--- src/rtl/seg7_scan_driver.sv ---
// Multiplexed BCD seven-segment scan driver with one dark cycle per digit slot.
// Optional leading-zero blanking is enabled by defining SEG7_LEADING_ZERO_BLANK_EN.
module seg7_scan_driver #(
    parameter int NUM_DIGITS  = 4,
    parameter int REFRESH_DIV = 1000,
    parameter int ACTIVE_LOW  = 0
) (
    input  logic                    clk,
    input  logic                    rst_n,
    input  logic                    load,
    input  logic [4*NUM_DIGITS-1:0] bcd_in,
    input  logic [NUM_DIGITS-1:0]   dp_in,
    input  logic                    blank,
    output logic [6:0]              seg,
    output logic                    dp,
    output logic [NUM_DIGITS-1:0]   an
);

    localparam int CW = $clog2(REFRESH_DIV);
    localparam int IW = (NUM_DIGITS > 1) ? $clog2(NUM_DIGITS) : 1;
    localparam logic [CW-1:0] CNT_MAX = CW'(REFRESH_DIV - 1);
    localparam logic [IW-1:0] IDX_MAX = IW'(NUM_DIGITS - 1);
    localparam logic INV = (ACTIVE_LOW != 0);

    logic [CW-1:0]           cnt;
    logic [IW-1:0]           idx;
    logic [4*NUM_DIGITS-1:0] shadow_bcd;
    logic [NUM_DIGITS-1:0]   shadow_dp;

    logic [3:0]            digit;
    logic [6:0]            seg_nxt;
    logic                  dp_nxt;
    logic [NUM_DIGITS-1:0] an_nxt;
    logic                  slot_end;

    function automatic logic [6:0] decode(input logic [3:0] code);
        case (code)
            4'd0:    decode = 7'h3F;
            4'd1:    decode = 7'h06;
            4'd2:    decode = 7'h5B;
            4'd3:    decode = 7'h4F;
            4'd4:    decode = 7'h66;
            4'd5:    decode = 7'h6D;
            4'd6:    decode = 7'h7D;
            4'd7:    decode = 7'h07;
            4'd8:    decode = 7'h7F;
            4'd9:    decode = 7'h6F;
            default: decode = 7'h40;
        endcase
    endfunction

    assign slot_end = (cnt == CNT_MAX);

    always_ff @(posedge clk or negedge rst_n) begin
        if (!rst_n) begin
            cnt        <= '0;
            idx        <= '0;
            shadow_bcd <= '0;
            shadow_dp  <= '0;
        end else begin
            if (load) begin
                shadow_bcd <= bcd_in;
                shadow_dp  <= dp_in;
            end
            if (slot_end) begin
                cnt <= '0;
                idx <= (idx == IDX_MAX) ? '0 : idx + IW'(1);
            end else begin
                cnt <= cnt + CW'(1);
            end
        end
    end

`ifdef SEG7_LEADING_ZERO_BLANK_EN
    // lz[i] is set when digit i and every digit above it are zero
    logic [NUM_DIGITS-1:0] lz;

    always_comb begin
        lz = '0;
        lz[NUM_DIGITS-1] = (shadow_bcd[4*NUM_DIGITS-1 -: 4] == 4'd0);
        for (int i = NUM_DIGITS - 2; i >= 0; i--) begin
            lz[i] = (shadow_bcd[4*i +: 4] == 4'd0) && lz[i+1];
        end
    end
`endif

    always_comb begin
        digit   = shadow_bcd[4*idx +: 4];
        seg_nxt = decode(digit);
`ifdef SEG7_LEADING_ZERO_BLANK_EN
        if ((idx != '0) && lz[idx]) begin
            seg_nxt = 7'h00;
        end
`endif
        dp_nxt = shadow_dp[idx];
        an_nxt = slot_end ? '0 : (NUM_DIGITS'(1) << idx);
        if (blank) begin
            seg_nxt = 7'h00;
            dp_nxt  = 1'b0;
            an_nxt  = '0;
        end
    end

    // Pin polarity is applied before the register so the pins come straight from flops
    always_ff @(posedge clk or negedge rst_n) begin
        if (!rst_n) begin
            seg <= {7{INV}};
            dp  <= INV;
            an  <= {NUM_DIGITS{INV}};
        end else begin
            seg <= seg_nxt ^ {7{INV}};
            dp  <= dp_nxt ^ INV;
            an  <= an_nxt ^ {NUM_DIGITS{INV}};
        end
    end

endmodule
--- config.mk ---
export PLATFORM = sky130hd
export DESIGN_NAME = seg7_scan_driver
export DESIGN_NICKNAME = d
export VERILOG_FILES = /design/src/rtl/seg7_scan_driver.sv
export SDC_FILE = /design/constraint.sdc
export NUM_CORES = 1
export LEC_CHECK = 0
export ABC_AREA = 1
export BUFFER_PORTS_ARGS = -buffer_cell sky130_fd_sc_hd__buf_2
export CAP_MARGIN = 20
export CORE_AREA = 10 10 71 73
export CTS_BUF_LIST = sky130_fd_sc_hd__clkbuf_8
export CTS_CLUSTER_DIAMETER = 60
export DETAILED_ROUTE_END_ITERATION = 6
export DIE_AREA = 0 0 81 83
export HOLD_SLACK_MARGIN = 0.15
export PLACE_DENSITY = 0.91
export RECOVER_POWER = 50
export SYNTH_ARGS = -nofsm -noshare
export SYNTH_HDL_FRONTEND = slang
export SYNTH_SLANG_ARGS = --single-unit
--- constraint.sdc ---
create_clock -name clk -period 3.4 [get_ports clk]
set_input_delay 0.34 -clock clk [delete_from_list [all_inputs] [get_ports clk]]
set_output_delay 0.34 -clock clk [all_outputs]
set_load 0.01 [all_outputs]
==> results of run 1 <==
[routing by layer]
metal	vias up	global-route usage [%]	routed length, um
met5	-	0	0
met4	0	3.756	55
met3	5	7.220	362
met2	43	19.52	1823
met1	738	14.74	1688
li1	771	-	-
[sequential cells by signal (all words and copies together), names as in the netlist]
| name | cells |
|---|---|
| cnt | 10 |
| idx | 2 |
| shadow_dp | 4 |
| shadow_bcd | 16 |
| dp | 1 |
| an | 4 |
| seg | 7 |
[cell families after synthesis]
logic type / after synthesis
simple gates: 100
flops: 44
mux: 18
compound gates: 16
xor+xnor: 1
fa+ha+maj: 10
buf+inv: 32
[path summary, 6_finish.rpt]
path / endpoint / start / slack (ps)
worst min-delay path: dp / blank / 260
min in group asynchronous: cnt[9] / rst_n / 690
worst min register to register: cnt[5] / cnt[5] / 510
max in group clk: seg[6] / idx[0] / 1560
worst max register to register: seg[6] / idx[0] / 1560
worst max-delay path: seg[2] / rst_n / 1450
[per-stage QoR]
step	hold WS [ps]	utilization, %	setup slack (ps)
global route	252.3	67.15	956.9
global placement	483.2	64.15	1727
floorplan	44.41	-	1906
finish	259.0	67.15	1446
detailed placement	485.9	64.15	1590
CTS	202.9	67.22	1563
[cells in the mapped netlist (3+ instances only)]
| library cell | count |
|---|---|
| sky130_fd_sc_hd__ha_1 | 10 |
| sky130_fd_sc_hd__nor2_1 | 25 |
| sky130_fd_sc_hd__mux2_2 | 18 |
| sky130_fd_sc_hd__nand3_1 | 14 |
| sky130_fd_sc_hd__inv_1 | 25 |
| sky130_fd_sc_hd__a21oi_1 | 6 |
| sky130_fd_sc_hd__nand2_2 | 5 |
| sky130_fd_sc_hd__o21ai_0 | 8 |
| sky130_fd_sc_hd__dfrtp_1 | 44 |
| sky130_fd_sc_hd__nand2_1 | 45 |
| sky130_fd_sc_hd__nor2_2 | 3 |
[layout make-up]
type,count,area [um^2]
Multi-Input combinational cell,145,887.1
Inverter,28,107.6
Clock inverter,3,42.54
Fill cell,290,1194
Clock buffer,5,68.82
Timing Repair Buffer,35,172.7
Sequential cell,44,1101
Tap cell,48,60.06
[power breakdown]
group	switching (W)	internal, W
clock	0.000169	0.000217
combinational	0.0000754	0.0000589
sequential	0.0000155	0.000557
[worst register-to-register path, stage by stage, from the launching register on]
cell,delay (ps)
sky130_fd_sc_hd__dfrtp_1,580
sky130_fd_sc_hd__inv_2,200
sky130_fd_sc_hd__nand2_1,110
sky130_fd_sc_hd__nand3_1,80
sky130_fd_sc_hd__nand2_1,180
sky130_fd_sc_hd__inv_1,90
sky130_fd_sc_hd__ha_1,190
sky130_fd_sc_hd__inv_1,50
sky130_fd_sc_hd__nand3_1,70
sky130_fd_sc_hd__nand2_1,80
sky130_fd_sc_hd__nor2_1,40
sky130_fd_sc_hd__nor2_1,90
==> reports/results.txt, run 1 <==
Across the VDD grid, the largest voltage drop is 0.3424 mV. The number of gates on the worst path with buffers counted was 1; the final net count was 293. Number of DRC violations after detailed routing: 0.

Data on the critical path arrives at its endpoint at 1910 ps. After clock tree synthesis, the clock-pin slew on the worst setup and hold paths is 80 ps. After detailed routing, the average wire length per cell comes to 12.76 um. The library cell used most frequently in the layout, excluding fill and tap cells, is sky130_fd_sc_hd__nand2_1. After the first detailed-routing iteration, the DRC count stood at 100.

The die outline width came out at 81 um. Counting the buffers created by CTS gives 5. Total global routing track utilization: 12.76%. For this block, the via count after detailed routing is 1557. The number of gates resized after CTS was 0. In this run the post-CTS setup repair buffer count came out at 0.

The via count of the first global-routing pass was 1546; the placer's final routability congestion estimate was 0.8217. The tightest min-delay check is of the input port to register type. The final instance count without filler cells is 308. In the final layout, the share of cells above drive strength 1 is 28.85%. Counting flops with a built-in enable in the synthesized netlist gives 0. Entering global routing, the biggest net connects 45 pins. Counting flops and latches in the post-synthesis netlist gives 44.

Summing every instance area after synthesis gives 2128 um^2. The number of clock sinks seen by CTS is 44. Wires add up to 3929 um. The standard-cell row count was 22; the compound-gate portion of the synthesized area was 3.939%. In this run the worst path has a maximum fanout of 44. The cell taking the most area after synthesis was sky130_fd_sc_hd__dfrtp_1. Setup total negative slack on the finished layout was measured at 0 ps. Number of placed instances, taps included: 300.

Final critical-path required period: 1954 ps. The flow ran to the end, but the final reports show violations. Traced cell by cell, the critical path runs through clkbuf_1. The count of endpoints failing hold in the final timing report came out at 0. The kind of cell with the highest combined delay along the critical path is buffers and inverters. The worst pin sits at a relative slew slack of -47.71%. For this configuration, the core starts out at a cell density of 58.57%. The leakage power figure was 1.303 nW; the sequential share of the synthesized area was 51.73%. In this run the tool buffered the top-level ports with 35 buffer cells.

The number of antenna violations at the first check in global routing is 0. After Yosys synthesis, and, or, nand and nor cells account for 21.93% of the synthesized area. For the pin with the worst max-slew slack, the measured transition is 2216 ps. The worst-case reg-to-reg path depth was 11. The count of nets left with antenna violations once routing finished came out at 0.

The tree is rooted in a sky130_fd_sc_hd__clkbuf_8. In this run the cell area measured after placement is 2331 um^2. The largest individual stage delay along the critical path comes from the cell sky130_fd_sc_hd__clkbuf_1.

For the number of max-slew violations in the final report, the log shows 45. After synthesis, the netlist uses 23 different library cells. The average instance in the mapped netlist occupies 9.630 um^2. The delay of the slowest cell on the worst path is 1560 ps, and the total power is 0.001092 W.

Before antenna repair, the detailed router went through 4 iterations. At the worst endpoint, the required time is 3350 ps. The tools report the warning count from the yosys run as 0. Setup repair after global routing left no endpoint under its margin. The finished cells cover 2440 um^2. The first global-routing pass estimated 6941 um of wire. TritonCTS built the clock tree.

The clock latency reported for the late side of the worst-skew pair was 300 ps. Parity-gate share of the synthesized area counting xor and xnor cells: 0.4115%. Yosys attributes the largest share of cell area to sky130_fd_sc_hd__dfrtp_1 52%, sky130_fd_sc_hd__mux2_2 9.5%, sky130_fd_sc_hd__nand2_1 7.9%. The checks that failed: max-capacitance violations, max-slew violations. The share of Yosys cell area claimed by the top area cell type works out to 51.73%. For the number of diodes, the log shows 0. Leaving out fill and tap cells, the most frequent cells in the layout are 45 x sky130_fd_sc_hd__nand2_1, 44 x sky130_fd_sc_hd__dfrtp_1, 33 x sky130_fd_sc_hd__buf_2, 25 x sky130_fd_sc_hd__inv_1, 25 x sky130_fd_sc_hd__nor2_1. For the maximum buffer depth of the clock tree, the log shows 2. Clock skew on the completed layout was measured at 10.08 ps.

After synthesis, the largest family of logic cells by area is simple AND/OR/NAND/NOR gates. The height of the die came out at 83 um. The synthesized netlist devotes 5.879% of its cell area to adder and majority cells. The number of buffer and inverter instances along the worst setup path came out at 1.

After legalization and detailed placement, the total HPWL measured 3076 um. After clock tree synthesis, the flow added hold-fix buffers numbering 0. The full die area is 6723 um^2.

The tools report the kind of end point of the critical path as an async pin. Power spread over the standard cell area amounts to 447.7 nW/um^2. Setup violations remaining at the end of the flow were counted as 0.

Counting every net in the synthesized netlist gives 255. Timing would allow up to 0.5118 GHz. The post-route clock period utilization was 57.47%.

The proportion of synthesized flip-flops having asynchronous set or reset came out at 100.0%. In the synthesized netlist the dominant register cell turns out to be sky130_fd_sc_hd__dfrtp_1. The worst setup path is launched from an input port.

Counting every instance in the synthesized netlist gives 221. From synthesis to final layout, the design area changed by 14.64%. The total overflow left after global routing is 0. The core region is 3633 um^2.

36 I/O pins were placed. The clock tree synthesis step divided the H-tree into 2 levels. The mux contribution to synthesized area is 9.524%, and the detail-routed via count per cell is 5.055. Cell depth of the worst min-delay path: 2. The setup path with the least slack is of type input port to async pin.

The run gives 1 as the number of max-capacitance violations reported.
No activity file was read; power rests on OpenSTA's default activity.
==> run 2, diff against run 1 <==
Settings changed: CORE_AREA 10 10 71 73 to 10 10 75 77, DIE_AREA 0 0 81 83 to 0 0 85 87, PLACE_DENSITY 0.91 to 0.86.
Clock period 3.4 ns to 1.6 ns, I/O delays scaled along.
==> reports/results.txt, run 2 (synthesized netlist as in run 1, its figures left out) <==
The run finished with clean final reports. The setup check on the worst reg-to-reg path leaves a slack of 80 ps. With fillers left out, the area of the finished cells amounts to 2799 um^2. For this configuration, the core starts out at a cell density of 50.27%.

Walking the worst path, the cells encountered are inv_4, nand2_1, nand3_2, nand2_4, inv_1, ha_1, inv_1, nand3_1, nand2_1, nor2_1, nor2_1. In this run, placement finished with an instance count of 312. The master of the slowest instance on the critical path is sky130_fd_sc_hd__dfrtp_2. The number of input and output port buffers inserted works out to 35. TritonCTS built the clock tree.

Setup violations remaining at the end of the flow were counted as 0. The first global-routing pass estimated 7748 um of wire. For the final database, setup skew stands at 8.128 ps. In this design, the stage delay of the slowest critical-path cell is 440 ps. After the last flow step, the layout net total stands at 324. Using the TritonRoute via totals, the vias-per-cell ratio works out to 4.878. The first TritonRoute pass finished after 4 iterations. The worst setup path is captured at a register. The min-delay analysis places its worst path in the category input port to register. The register with the most flip-flops in the layout has 16 of them. For the number of antenna violations at the first check in global routing, the log shows 0.

The congestion estimate from routability-driven global placement came to 0.8162. Clock tree synthesis selected as its root buffer the cell sky130_fd_sc_hd__clkbuf_8. Required time of the critical path: 1820 ps. The tools report the number of I/O pins as 36. Register bank with the most flops: shadow_bcd. Of the cells placed in the final design, the portion with a size suffix greater than 1 is 32.30%. The number of DRC violations after detailed-routing iteration 0 was 61. CTS saw 44 sinks. The clock period could shrink to 1521 ps.

Summed over all layers, the routed wires come to 4545 um. The worst register-to-register path begins at idx[0]. Total vias in the final route: 1673. The full die area is 7395 um^2, and the count of endpoints failing hold in the final timing report is 0. Counting the fill cells in the layout gives 294. The worst-case reg-to-reg path depth is 11, and the power per cell area is 853.0 nW/um^2.

The final critical path takes up 95.08% of the cycle. Total CTS buffers: 5. Setup slack on the critical path of the routed design comes to 78.76 ps.

For the H-tree level count, the log shows 2. In the final layout, the registers with the most flip-flops are shadow_bcd: 16 flops, cnt: 10 flops, seg: 7 flops. Global routing used 12.88% of the available tracks across all layers.

After detailed routing, the number of remaining DRC violations is 0. After clock tree synthesis, the clock-pin slew on the worst setup and hold paths is 80 ps. The logs give 2 for the maximum buffer depth of the clock tree and 0.6574 GHz for the maximum achievable frequency. At the placement stage, the worst setup path has a slack of 16.46 ps. The run gives 2409 um^2 as the total placed instance area. STA classifies the critical path startpoint as a register. The largest net degree at the start of global routing was 27.

Relative max-transition margin: 29.73%. The critical path start-end classification was register to register. The repair_antennas step left the layout with diodes totalling 0.

In this run the worst path has a maximum fanout of 8. Via count of the first global-routing pass: 1731. The most common cell after layout, fill and taps aside is sky130_fd_sc_hd__nand2_1. Measured along the y axis, the die boundary spans 87 um. The total area inside the core boundary comes to 4234 um^2. The die is 85 um wide. The critical path capture point is seg[6].

In the layout the commonest cells are 44 x sky130_fd_sc_hd__nand2_1, 42 x sky130_fd_sc_hd__dfrtp_1, 33 x sky130_fd_sc_hd__buf_2, 25 x sky130_fd_sc_hd__inv_1, 24 x sky130_fd_sc_hd__nor2_1. STA puts the critical path data arrival time at 1740 ps. The start point of the critical path is idx[0]. After global routing the overflow that remains totals 0. The total power was 0.002388 W. In this run the most critical hold path is launched from load. The run gives 3166 um as the HPWL reported at the end of detailed placement. The count of cells in the finished layout, fillers not included, comes to 343. Across the VDD grid, the largest voltage drop is 0.7773 mV. At the later pin of the worst-skew pair, clock insertion delay measures 300 ps.

Across the run, the number of max-cap violations was 0. The analysis attributes to cell leakage a power of 1.455 nW. The routed wire length per instance works out to 13.25 um. The remaining number of nets flagged by the antenna check after routing is 0, and the growth of design area from synthesis to finish is 31.51%. At the pin with the least slew margin, the transition time is 1054 ps.

The floorplan has 24 rows. The number of max-slew violations in the final report was 0. Capturing point of the worst reg2reg path: seg[6].
-- run 2: cell type report --
cell class | instances | area [um^2] | area share (%)
timing repair buffer | 66 | 473.0 | 16.90
clock buffer | 5 | 68.82 | 2.459
multi-input combinational | 145 | 939.7 | 33.57
tap | 52 | 65.06 | 2.325
inverter | 28 | 110.1 | 3.934
sequential | 44 | 1104 | 39.43
clock inverter | 3 | 38.79 | 1.386
-- run 2: how the worst min path moves through the flow --
stage | endpoint | slack [ps] | cells past startpoint
finish | shadow_dp[1] | 340 | 3
global route | shadow_dp[2] | 370 | 3
CTS | shadow_dp[2] | 310 | 3
detailed placement | shadow_bcd[3] | 140 | 1
global placement | shadow_bcd[3] | 120 | 1
floorplan | an[0] | -140 | 0
-- run 2: timing repair --
item,4_1_cts,5_1_grt
endpoints found under the hold margin,40,0
setup endpoints to repair,1,6
pin swaps,0,2
hold buffers,22,0
setup buffers,0,1
gates resized for setup,1,13
-- run 2: metrics by stage --
step | hold WS, ps | TNS (ps) | utilization (%)
6_report | 342.8 | 0 | 66.11
5_1_grt | 371.7 | -7.816 | 66.11
4_1_cts | 312.0 | 0 | 64.66
3_5_place_dp | 136.8 | 0 | 56.89
3_3_place_gp | 124.6 | 0 | 56.89
2_1_floorplan | -135.6 | 0 | -
-- run 2: where the power goes --
part / leakage [nW] / switching [W] / internal, W
Clock: 0.0593 / 0.000356 / 0.000457
Combinational: 0.854 / 0.000185 / 0.000174
Sequential: 0.541 / 0.0000320 / 0.00118
-- run 2: worst max-delay path, delay by kind of cell, from the launching register on --
| family | cells | cell delay (ps) |
|---|---|---|
| and+or+nand+nor | 7 | 630 |
| DFF | 1 | 440 |
| adders and majority gates | 1 | 180 |
| buffers and inverters | 3 | 190 |
-- run 2: per-layer routing --
layer / vias to the layer above / global-route usage, % / routed length, um
met5: - / 0 / 0
met4: 0 / 5.838 / 85
met3: 7 / 4.963 / 267
met2: 41 / 22.68 / 2404
met1: 789 / 13.21 / 1788
li1: 836 / - / -
